==> src/rtl/pc_gen_pkg.sv <==
// pc_gen_pkg: shared state encoding, redirect/hold constants, defaults and BTB entry type.
// Latency: none (declarations only).
// Backpressure: none (declarations only).
package pc_gen_pkg;

  // Front-end PC generator states; BOOT is left on the first edge after reset.
  typedef enum logic {
    ST_BOOT = 1'b0,
    ST_RUN  = 1'b1
  } pc_state_t;

  // Asserted value of jump_flag_i.
  localparam logic       JumpEnable = 1'b1;
  // Lowest hold level from ctrl that freezes the PC.
  localparam logic [2:0] HoldEnable = 3'd1;

  localparam int          DEF_ADDR_W     = 32;
  localparam logic [31:0] DEF_RESET_ADDR = 32'h0;
  localparam int          DEF_STRIDE     = 4;

  // BTB fields are sized for the widest supported PC (64 bits); narrower
  // PCs are stored zero-extended, so the unused upper bits are constant.
  localparam int BTB_FIELD_W = 64;

  typedef struct packed {
    logic                   valid;
    logic [BTB_FIELD_W-1:0] tag;
    logic [BTB_FIELD_W-1:0] target;
  } btb_entry_t;

  // Index width of a direct-mapped table with the given number of entries.
  function automatic int btb_idx_w(input int depth);
    return $clog2(depth);
  endfunction

endpackage

==> src/rtl/pc_gen_if.sv <==
// pc_gen_if: redirect/hold/update inputs and the fetch-address output bundle of pc_gen.
// Latency: none (wiring only).
// Backpressure: pc_ready_i from if_id and hold_flag_i from ctrl freeze pc_o.
interface pc_gen_if
  import pc_gen_pkg::*;
#(
  parameter int ADDR_W = DEF_ADDR_W
);
  logic              trap_flag_i;
  logic [ADDR_W-1:0] trap_addr_i;
  logic              jump_flag_i;
  logic [ADDR_W-1:0] jump_addr_i;
  logic [2:0]        hold_flag_i;
  logic              pc_ready_i;
  logic              upd_valid_i;
  logic [ADDR_W-1:0] upd_pc_i;
  logic [ADDR_W-1:0] upd_target_i;
  logic              upd_taken_i;
  logic [ADDR_W-1:0] pc_o;
  logic              pc_valid_o;
  logic              pred_taken_o;

  // PC generator side.
  modport master (
    input  trap_flag_i, trap_addr_i, jump_flag_i, jump_addr_i, hold_flag_i,
    input  pc_ready_i, upd_valid_i, upd_pc_i, upd_target_i, upd_taken_i,
    output pc_o, pc_valid_o, pred_taken_o
  );

  // ctrl / if_id side.
  modport slave (
    output trap_flag_i, trap_addr_i, jump_flag_i, jump_addr_i, hold_flag_i,
    output pc_ready_i, upd_valid_i, upd_pc_i, upd_target_i, upd_taken_i,
    input  pc_o, pc_valid_o, pred_taken_o
  );

endinterface

==> src/rtl/pc_btb.sv <==
// pc_btb: direct-mapped branch target buffer, combinational lookup, update on the clock edge.
// Latency: lookup 0 cycles; an update becomes visible to lookups one cycle later.
// Backpressure: none; every upd_valid strobe is applied on the edge it is seen.
module pc_btb
  import pc_gen_pkg::*;
#(
  parameter int ADDR_W    = DEF_ADDR_W,
  parameter int BTB_DEPTH = 8
) (
  input  logic              clk,
  input  logic              rst_n,
  input  logic [ADDR_W-1:0] lookup_pc,
  output logic              hit,
  output logic [ADDR_W-1:0] target,
  input  logic              upd_valid,
  input  logic [ADDR_W-1:0] upd_pc,
  input  logic [ADDR_W-1:0] upd_target,
  input  logic              upd_taken
);

  localparam int IDX_W = btb_idx_w(BTB_DEPTH);
  localparam int TAG_W = ADDR_W - IDX_W - 2;

  btb_entry_t        mem [BTB_DEPTH];
  btb_entry_t        rd_entry;
  logic [IDX_W-1:0]  lk_idx;
  logic [TAG_W-1:0]  lk_tag;
  logic [IDX_W-1:0]  up_idx;
  logic [TAG_W-1:0]  up_tag;
  logic              up_match;

  // Byte-offset bits never take part in indexing or tagging.
  logic unused_lsb;
  assign unused_lsb = ^{lookup_pc[1:0], upd_pc[1:0]};

  assign lk_idx = lookup_pc[IDX_W+1:2];
  assign lk_tag = lookup_pc[ADDR_W-1:IDX_W+2];
  assign up_idx = upd_pc[IDX_W+1:2];
  assign up_tag = upd_pc[ADDR_W-1:IDX_W+2];

  // Lookup reads the registered table, so a same-cycle update is not seen yet.
  assign rd_entry = mem[lk_idx];
  assign hit      = rd_entry.valid && (rd_entry.tag == BTB_FIELD_W'(lk_tag));
  assign target   = ADDR_W'(rd_entry.target);

  // Invalidation only removes the entry if it still belongs to the resolved PC.
  assign up_match = mem[up_idx].valid && (mem[up_idx].tag == BTB_FIELD_W'(up_tag));

  // Table storage: reset empties it; taken allocates/overwrites, not-taken invalidates on tag match.
  always_ff @(posedge clk or negedge rst_n) begin
    if (!rst_n) begin
      for (int i = 0; i < BTB_DEPTH; i++) begin
        mem[i] <= '0;
      end
    end else if (upd_valid) begin
      if (upd_taken) begin
        mem[up_idx] <= '{valid:  1'b1,
                         tag:    BTB_FIELD_W'(up_tag),
                         target: BTB_FIELD_W'(upd_target)};
      end else if (up_match) begin
        mem[up_idx].valid <= 1'b0;
      end
    end
  end

endmodule

==> src/rtl/pc_gen.sv <==
// pc_gen: fetch PC generator (trap > jump > hold > not-ready > BTB prediction > +STRIDE); BTB under PC_GEN_BTB_EN.
// Latency: 1 cycle from redirect/selection inputs to pc_o; pc_valid_o rises on the first edge after reset.
// Backpressure: !pc_ready_i or hold_flag_i >= HOLD_LEVEL keeps pc_o stable; redirects override both.
module pc_gen
  import pc_gen_pkg::*;
#(
  parameter int                ADDR_W     = DEF_ADDR_W,
  parameter logic [ADDR_W-1:0] RESET_ADDR = ADDR_W'(DEF_RESET_ADDR),
  parameter int                STRIDE     = DEF_STRIDE,
  parameter int                HOLD_LEVEL = int'(HoldEnable),
  parameter int                BTB_DEPTH  = 8
) (
  input logic       clk,
  input logic       rst_n,
  pc_gen_if.master  bus
);

  pc_state_t         state_q;
  pc_state_t         state_d;
  logic [ADDR_W-1:0] pc_q;
  logic [ADDR_W-1:0] pc_d;
  logic [ADDR_W-1:0] trap_tgt;
  logic [ADDR_W-1:0] jump_tgt;
  logic              hold_stall;
  logic              pred_taken;

  // Redirect targets are always word aligned.
  assign trap_tgt   = {bus.trap_addr_i[ADDR_W-1:2], 2'b00};
  assign jump_tgt   = {bus.jump_addr_i[ADDR_W-1:2], 2'b00};
  assign hold_stall = int'(bus.hold_flag_i) >= HOLD_LEVEL;

  // Alignment drops the low target bits.
  logic unused_tgt_lsb;
  assign unused_tgt_lsb = ^{bus.trap_addr_i[1:0], bus.jump_addr_i[1:0]};

`ifdef PC_GEN_BTB_EN
  logic              btb_hit;
  logic [ADDR_W-1:0] pred_target;

  pc_btb #(
    .ADDR_W    (ADDR_W),
    .BTB_DEPTH (BTB_DEPTH)
  ) u_btb (
    .clk        (clk),
    .rst_n      (rst_n),
    .lookup_pc  (pc_q),
    .hit        (btb_hit),
    .target     (pred_target),
    .upd_valid  (bus.upd_valid_i),
    .upd_pc     (bus.upd_pc_i),
    .upd_target (bus.upd_target_i),
    .upd_taken  (bus.upd_taken_i)
  );

  // A prediction is only meaningful for a PC that is actually being presented.
  assign pred_taken = btb_hit && (state_q == ST_RUN);
`else
  assign pred_taken = 1'b0;

  // Without a BTB the update port from ctrl has no consumer.
  logic unused_upd;
  assign unused_upd = ^{bus.upd_valid_i, bus.upd_pc_i, bus.upd_target_i, bus.upd_taken_i};
`endif

  // State and PC registers; reset is asynchronous and returns to BOOT at RESET_ADDR.
  always_ff @(posedge clk or negedge rst_n) begin
    if (!rst_n) begin
      state_q <= ST_BOOT;
      pc_q    <= RESET_ADDR;
    end else begin
      state_q <= state_d;
      pc_q    <= pc_d;
    end
  end

  // Next state and next-PC selection; redirects apply in BOOT too, the rest only in RUN.
  always_comb begin
    state_d = state_q;
    pc_d    = pc_q;

    case (state_q)
      ST_BOOT: state_d = ST_RUN;
      ST_RUN:  state_d = ST_RUN;
      default: state_d = ST_BOOT;
    endcase

    if (bus.trap_flag_i) begin
      pc_d = trap_tgt;
    end else if (bus.jump_flag_i == JumpEnable) begin
      pc_d = jump_tgt;
    end else if (state_q != ST_RUN) begin
      pc_d = pc_q;
    end else if (hold_stall || !bus.pc_ready_i) begin
      pc_d = pc_q;
`ifdef PC_GEN_BTB_EN
    end else if (pred_taken) begin
      pc_d = pred_target;
`endif
    end else begin
      pc_d = pc_q + ADDR_W'(STRIDE);
    end
  end

  assign bus.pc_o         = pc_q;
  assign bus.pc_valid_o   = (state_q == ST_RUN);
  assign bus.pred_taken_o = pred_taken;

endmodule

==> src/flat_wrapper.sv <==
// flat-port wrapper written by rule: the top's interface ports become plain ports
module pc_gen_flat import pc_gen_pkg::*;
#(
  parameter int                ADDR_W     = DEF_ADDR_W,
  parameter logic [ADDR_W-1:0] RESET_ADDR = ADDR_W'(DEF_RESET_ADDR),
  parameter int                STRIDE     = DEF_STRIDE,
  parameter int                HOLD_LEVEL = int'(HoldEnable),
  parameter int                BTB_DEPTH  = 8
)
  (clk, rst_n, bus_trap_flag_i, bus_trap_addr_i, bus_jump_flag_i, bus_jump_addr_i, bus_hold_flag_i, bus_pc_ready_i, bus_upd_valid_i, bus_upd_pc_i, bus_upd_target_i, bus_upd_taken_i, bus_pc_o, bus_pc_valid_o, bus_pred_taken_o);
  pc_gen_if #(.ADDR_W(ADDR_W)) bus_i ();
  input logic clk;
  input logic rst_n;
  input wire logic [$bits(bus_i.trap_flag_i)-1:0] bus_trap_flag_i;
  input wire logic [$bits(bus_i.trap_addr_i)-1:0] bus_trap_addr_i;
  input wire logic [$bits(bus_i.jump_flag_i)-1:0] bus_jump_flag_i;
  input wire logic [$bits(bus_i.jump_addr_i)-1:0] bus_jump_addr_i;
  input wire logic [$bits(bus_i.hold_flag_i)-1:0] bus_hold_flag_i;
  input wire logic [$bits(bus_i.pc_ready_i)-1:0] bus_pc_ready_i;
  input wire logic [$bits(bus_i.upd_valid_i)-1:0] bus_upd_valid_i;
  input wire logic [$bits(bus_i.upd_pc_i)-1:0] bus_upd_pc_i;
  input wire logic [$bits(bus_i.upd_target_i)-1:0] bus_upd_target_i;
  input wire logic [$bits(bus_i.upd_taken_i)-1:0] bus_upd_taken_i;
  output wire logic [$bits(bus_i.pc_o)-1:0] bus_pc_o;
  output wire logic [$bits(bus_i.pc_valid_o)-1:0] bus_pc_valid_o;
  output wire logic [$bits(bus_i.pred_taken_o)-1:0] bus_pred_taken_o;
  assign bus_i.trap_flag_i = bus_trap_flag_i;
  assign bus_i.trap_addr_i = bus_trap_addr_i;
  assign bus_i.jump_flag_i = bus_jump_flag_i;
  assign bus_i.jump_addr_i = bus_jump_addr_i;
  assign bus_i.hold_flag_i = bus_hold_flag_i;
  assign bus_i.pc_ready_i = bus_pc_ready_i;
  assign bus_i.upd_valid_i = bus_upd_valid_i;
  assign bus_i.upd_pc_i = bus_upd_pc_i;
  assign bus_i.upd_target_i = bus_upd_target_i;
  assign bus_i.upd_taken_i = bus_upd_taken_i;
  assign bus_pc_o = bus_i.pc_o;
  assign bus_pc_valid_o = bus_i.pc_valid_o;
  assign bus_pred_taken_o = bus_i.pred_taken_o;
  pc_gen #(.ADDR_W(ADDR_W), .RESET_ADDR(RESET_ADDR), .STRIDE(STRIDE), .HOLD_LEVEL(HOLD_LEVEL), .BTB_DEPTH(BTB_DEPTH)) u_core (.clk(clk), .rst_n(rst_n), .bus(bus_i));
endmodule
==> config.mk <==
export PLATFORM = sky130hd
export DESIGN_NAME = pc_gen_flat
export DESIGN_NICKNAME = d
export VERILOG_FILES = /design/src/rtl/pc_gen_pkg.sv /design/src/rtl/pc_gen_if.sv /design/src/rtl/pc_btb.sv /design/src/rtl/pc_gen.sv /design/src/flat_wrapper.sv
export SDC_FILE = /design/constraint.sdc
export NUM_CORES = 1
export LEC_CHECK = 0
export ABC_CLOCK_PERIOD_IN_PS = 1700
export BUFFER_PORTS_ARGS = -buffer_cell sky130_fd_sc_hd__buf_4
export CORE_MARGIN = 5
export CORE_UTILIZATION = 36
export DETAILED_ROUTE_END_ITERATION = 8
export GPL_ROUTABILITY_DRIVEN = 0
export GPL_TIMING_DRIVEN = 0
export PLACE_DENSITY = 0.82
export SYNTH_ARGS = -nofsm -noshare
export SYNTH_HDL_FRONTEND = slang
export SYNTH_HIERARCHICAL = 1
export SYNTH_SLANG_ARGS = --single-unit
==> constraint.sdc <==
create_clock -name clk -period 1.7 [get_ports clk]
set_input_delay 0.085 -clock clk [delete_from_list [all_inputs] [get_ports clk]]
set_output_delay 0.085 -clock clk [all_outputs]
set_load 0.02 [all_outputs]
==> Yosys cells after proc, flatten, opt, wreduce, memory -nomap -nowiden <==
Index checks and enable logic that the tools add are counted.
{ "classes": {"n_addsub": 1, "magnitude_cmp": 1, "eq_ne": 1, "muxes": 4, "reduce_logical": 4} }
{ "op_table": {"columns": ["operator", "count"], "rows": [
  ["$mux W32", 4],
  ["$add A32 B3 Y32 const B", 1],
  ["$ge A3 B1 Y1 const B", 1],
  ["$ne A3 B3 Y1 const B", 1],
  ["$reduce_bool A3 Y1", 1],
  ["$reduce_and A2 Y1", 1],
  ["$logic_not A1 Y1", 1],
  ["$logic_or A1 B1 Y1", 1]
]} }
{ "word_totals": {"reg_bits": 33, "output_inout_bits": 34, "wordCells": 13} }

==> Logic depth before layout (Yosys ltp) <==
{ "depth": {"word_depth": 6, "mapped_depth": 6, "mapped_depth_nobuf": 6} }

==> Worst setup path after synthesis <==
OpenSTA, ideal clock, no wires.
{ "synth_path": {"path_type": "flip-flop to flip-flop", "startpoint": "register u_core.pc_q[7], in the netlist u_core/bus.pc_o[7]", "endpoint": "register u_core.pc_q[21], in the netlist u_core/bus.pc_o[21]", "arrival_ns": 1.872, "required_ns": 1.569, "setup_slack_ns": -0.303, "stages_incl_launch_ff": 7, "synth_period_minus_slack_ns": 2.003, "path_cell_list": "dfrtp_1 buf_4 nand4_2 or4_4 o31a_1 o31ai_1 o21ai_1"} }
{ "synth_via": {"elab_chain_cells": 5} }
{ "synth_rtl": {"columns": ["item", "line_no", "source"], "rows": [
  ["from (decl)", "pc_gen.sv:20", "logic [ADDR_W-1:0] pc_q;"],
  ["from (signal assigned)", "pc_gen.sv:72", "pc_q <= pc_d;"],
  ["$add A32 B3 Y32", "pc_gen.sv:100", "pc_d = pc_q + ADDR_W'(STRIDE);"],
  ["$mux W32", "pc_gen.sv:93", "end else if (hold_stall || !bus.pc_ready_i) begin"],
  ["$mux W32", "pc_gen.sv:91", "end else if (state_q != ST_RUN) begin"],
  ["$mux W32", "pc_gen.sv:89", "end else if (bus.jump_flag_i == JumpEnable) begin"],
  ["$mux W32", "pc_gen.sv:87", "if (bus.trap_flag_i) begin"]
]} }
No other way between the ends. The select of a mux whose other input is x is not followed.
A chain may end at the register's enable or synchronous reset.

==> Final worst setup path <==
{ "layout_path": {"startpoint": "register u_core.pc_q[7], in the netlist u_core/bus.pc_o[7]", "endpoint": "register u_core.pc_q[19], in the netlist u_core/bus.pc_o[19]"} }
Same word-level chain as after synthesis.

==> out/qor.yml <==
drc: 0
final_layout_size_suffix_gt1_share_pct: 46.9
slew_viol_final: 0
outcome: "complete, but fails checks"
start_util_pct: 37.0
r2r_end: "u_core/bus.pc_o[19]$_DFFE_PN0P_"
grt_pass1_wl_um: 12700
end_kind: "flip-flop"
tightest_slew_ps: 587
cp_top_family: "simple AND/OR/NAND/NOR gates"
vias: 2759
grt_start_max_net_pins: 32
grt_pass1_vias: 2660
ys_dominant_reg_cell: "dfrtp_1"
timing.fmax_mhz: 515
synth_edf_count: 0
multi_input_area_mm2: 0.00149
min_to: "u_core/bus.pc_o[30]$_DFFE_PN0P_"
fin_crit_ps: 1940
die_x_um: 88.1
path_class: "reg -> reg"
fp.dieH_um: 88.1
reg2reg_slack_ps: -240
firstDrtPassIters: 6
io_pins: 172
synth_warnings: 6
htreeDepth: 2
die-area_mm2: 0.00775
drt_iter0_markers: 309
hold_start: "bus_trap_addr_i[30]"
ant_nets: 0
violations: "negative setup slack"
cts_tree: "built"
cts-root-buf: "clkbuf_8"
port_buffers: 97
max_stage_delay_ps: 560
p_switching_w: 0.000780
r2r_cells: 6
crit_path_top_delay_cell: "or4_4"
grt_use_total_pct: 21.3
synthesis.instances: 257
p_leak_nw: 1.54
timing.final.crit_share_pct: 114
nFillCells: 512
hold_viol: 0
synth_seq_cells: 31
synth.distinct_cells: 51
seq_area_frac_synth_pct: 35.4
antenna_found_initial: 0
reg2reg_from: "u_core/bus.pc_o[7]$_DFFE_PN0P_"
cts-buffers-inserted: 5
crit_fanout: 5
maxSlewHeadroom_pct: 60.8
area_growth_pct: 60.3
fin_nets: 530
holdCritPathClass: "in -> reg"
min_path_cells: 3
p_clk_share_pct: 24.9
coreArea_mm2: 0.00592
cp-start-kind: "flip-flop"
dp_hpwl_um: 5980
final_core_util_pct: 59.4
crit_path_cell_trace: "buf_6 > nand4_4 > buf_4 > or4_4 > o31ai_1 > a2bb2oi_1"
avgRoutedWirePerCell_um: 19.1
clock_latency_ps: 290
ys_async_sr_fraction_pct: 100
syn_area_per_cell_um2: 8.53
clkSlewWorstSetupHoldPaths_ps: 70
clock_path_buffers: 2
layout_setup_ws_ps: -243
p_int_w: 0.00148
diodes: 0
cts_num_sinks: 31
setup_violations: 19
combPwrFrac_pct: 34.2
pwr_density_cell_mw_per_mm2: 644
overflow: 0
synthesis.area_mm2: 0.00219
ir_drop_mv: 0.387
rsz0062_at_grt: "yes"
preCtsSetupSlack_ps: -291
clock_skew_ps: 7.86
seq_power_share_pct: 40.9
placementRows: 28
routed_wl_um: 8910
netSwitchingFraction_pct: 34.4
required_ps: 1850
cp_num_buf_inv: 2
worstPathArrival_ps: 2090
cap_violations: 0
vias_per_cell: 5.91
seqCellArea_um2: 795
## layout make-up
type / instances / share of cell area [%]
repair buffers: 124 / 26.9
flip-flops and latches: 31 / 22.6
inverters: 7 / 0.747
multi-input cells: 205 / 42.4
plain buffers: 17 / 2.46
clock buffers: 8 / 2.28
well taps: 75 / 2.67
## sequential cells by signal, indices dropped and copies added (netlist names)
signal                 cells
u_core/bus.pc_o           30
u_core/bus.pc_valid_o      1
## tightest hold or removal path: cells and delay by family
| kind | cells | cell delay [ps] |
|---|---|---|
| compound gates | 1 | 50 |
| simple gates | 1 | 30 |
| buf+inv | 1 | 70 |
## Yosys cell counts (2+ instances only)
library cell	n	area (um2)
a21oi_1	26	130
a221o_1	2	20.0
a22oi_1	9	67.6
and3_1	4	25.0
and4_1	4	35.0
buf_4	4	30.0
clkbuf_1	13	48.8
conb_1	2	7.51
dfrtp_1	31	776
inv_1	6	22.5
mux2_2	2	22.5
mux2i_1	5	50.1
nand2_1	23	86.3
nand2b_1	4	25.0
nand3_1	13	65.1
nand4_1	12	75.1
nor2_1	11	41.3
nor3_1	4	20.0
nor4_1	3	18.8
nor4_4	2	42.5
nor4b_1	2	17.5
o2111ai_1	3	26.3
o21ai_0	15	75.1
o21ai_1	2	10.0
o22ai_1	8	50.1
o31ai_1	3	22.5
or2_2	3	18.8
xnor2_1	10	87.6
xor2_1	9	78.8
## cell families (layout without fill, tap and decap cells)
kind of cell / after synthesis / after routing / synth area share (%)
and+or+nand+nor: 97 / 98 / 26.6
AOI/OAI and AO/OA: 76 / 76 / 21.4
DFF: 31 / 31 / 35.4
buffers and inverters: 24 / 156 / 4.79
xor gates and xnor gates: 19 / 19 / 7.59
muxes: 7 / 7 / 3.31
other: 2 / 4 / 0.342
adders and majority gates: 1 / 1 / 0.570
## routing by layer
layer | share of wire (%) | vias up | routed length (um) | global-route usage (%)
met1 | 36 | 1260 | 3240 | 26.4
met3 | 12 | 38 | 1110 | 5.55
met5 | 0 | - | 0 | 0
met2 | 48 | 232 | 4280 | 36.0
li1 | - | 1229 | - | -
met4 | 3.3 | 0 | 290 | 7.14
## layout by cell type, fill, tap and decap left out, types with 4 or more instances in the layout
master,Yosys,layout
nor2_1,11,9
buf_6,0,4
o21ai_1,2,5
nand4_1,12,12
nand3_1,13,6
nand2b_1,4,4
dfrtp_1,31,16
conb_1,2,4
inv_1,6,6
mux2i_1,5,5
o21ai_0,15,10
clkbuf_1,13,15
clkbuf_8,0,5
nand3_2,0,7
a22oi_1,9,9
xor2_1,9,9
buf_4,4,124
xnor2_1,10,10
a21oi_1,26,26
dfrtp_2,0,15
and3_1,4,4
o22ai_1,8,8
nand2_1,23,20
nor4_4,2,4
## worst max-delay path by stage
stage | start | endpoint | cells after the start
after floorplan | u_core/bus.pc_o[11]$_DFFE_PN0P_ | u_core/bus.pc_o[21]$_DFFE_PN0P_ | 5
final | u_core/bus.pc_o[7]$_DFFE_PN0P_ | u_core/bus.pc_o[19]$_DFFE_PN0P_ | 6
after global placement | u_core/bus.pc_o[7]$_DFFE_PN0P_ | u_core/bus.pc_o[30]$_DFFE_PN0P_ | 6
after CTS | u_core/bus.pc_o[12]$_DFFE_PN0P_ | u_core/bus.pc_o[21]$_DFFE_PN0P_ | 5
after global routing | u_core/bus.pc_o[7]$_DFFE_PN0P_ | u_core/bus.pc_o[19]$_DFFE_PN0P_ | 6
after detailed placement | u_core/bus.pc_o[2]$_DFFE_PN0P_ | u_core/bus.pc_o[16]$_DFFE_PN0P_ | 6
## per-stage QoR
| stage | power [W] | instance area (um2) | setup TNS [ps] | hold WS [ps] | cells |
|---|---|---|---|---|---|
| 6_report | 0.00226 | 3520 | -1770 | 10.2 | 467 |
| 5_1_grt | 0.00237 | 3520 | -3180 | 29.6 | 467 |
| 4_1_cts | 0.00220 | 3310 | -778 | 7.12 | 452 |
| 3_5_place_dp | 0.00159 | 3060 | -3460 | 51.2 | 431 |
| 3_3_place_gp | 0.00157 | 3060 | -2570 | 48.6 | 431 |
| 2_1_floorplan | 0.00125 | 2240 | -510 | -211 | 259 |
## power by group through the flow
stage / Clock [W] / Combinational [W] / Sequential [W]
final: 0.000564 / 0.000775 / 0.000926
after floorplan: 0 / 0.000246 / 0.00100
after detailed placement: 0 / 0.000660 / 0.000933
after global placement: 0 / 0.000647 / 0.000927
after CTS: 0.000576 / 0.000711 / 0.000917
after global routing: 0.000604 / 0.000827 / 0.000937
## repair_timing
action | CTS | global route
hold endpoints to repair | 31 | 0
cloned | 0 | 1
buffers inserted | 12 | 14
gates resized for setup | 14 | 29
hold buffers | 1 | 0
pin swaps | 11 | 20
setup endpoints to repair | 25 | 23
No activity file was read; power rests on OpenSTA's default activity.
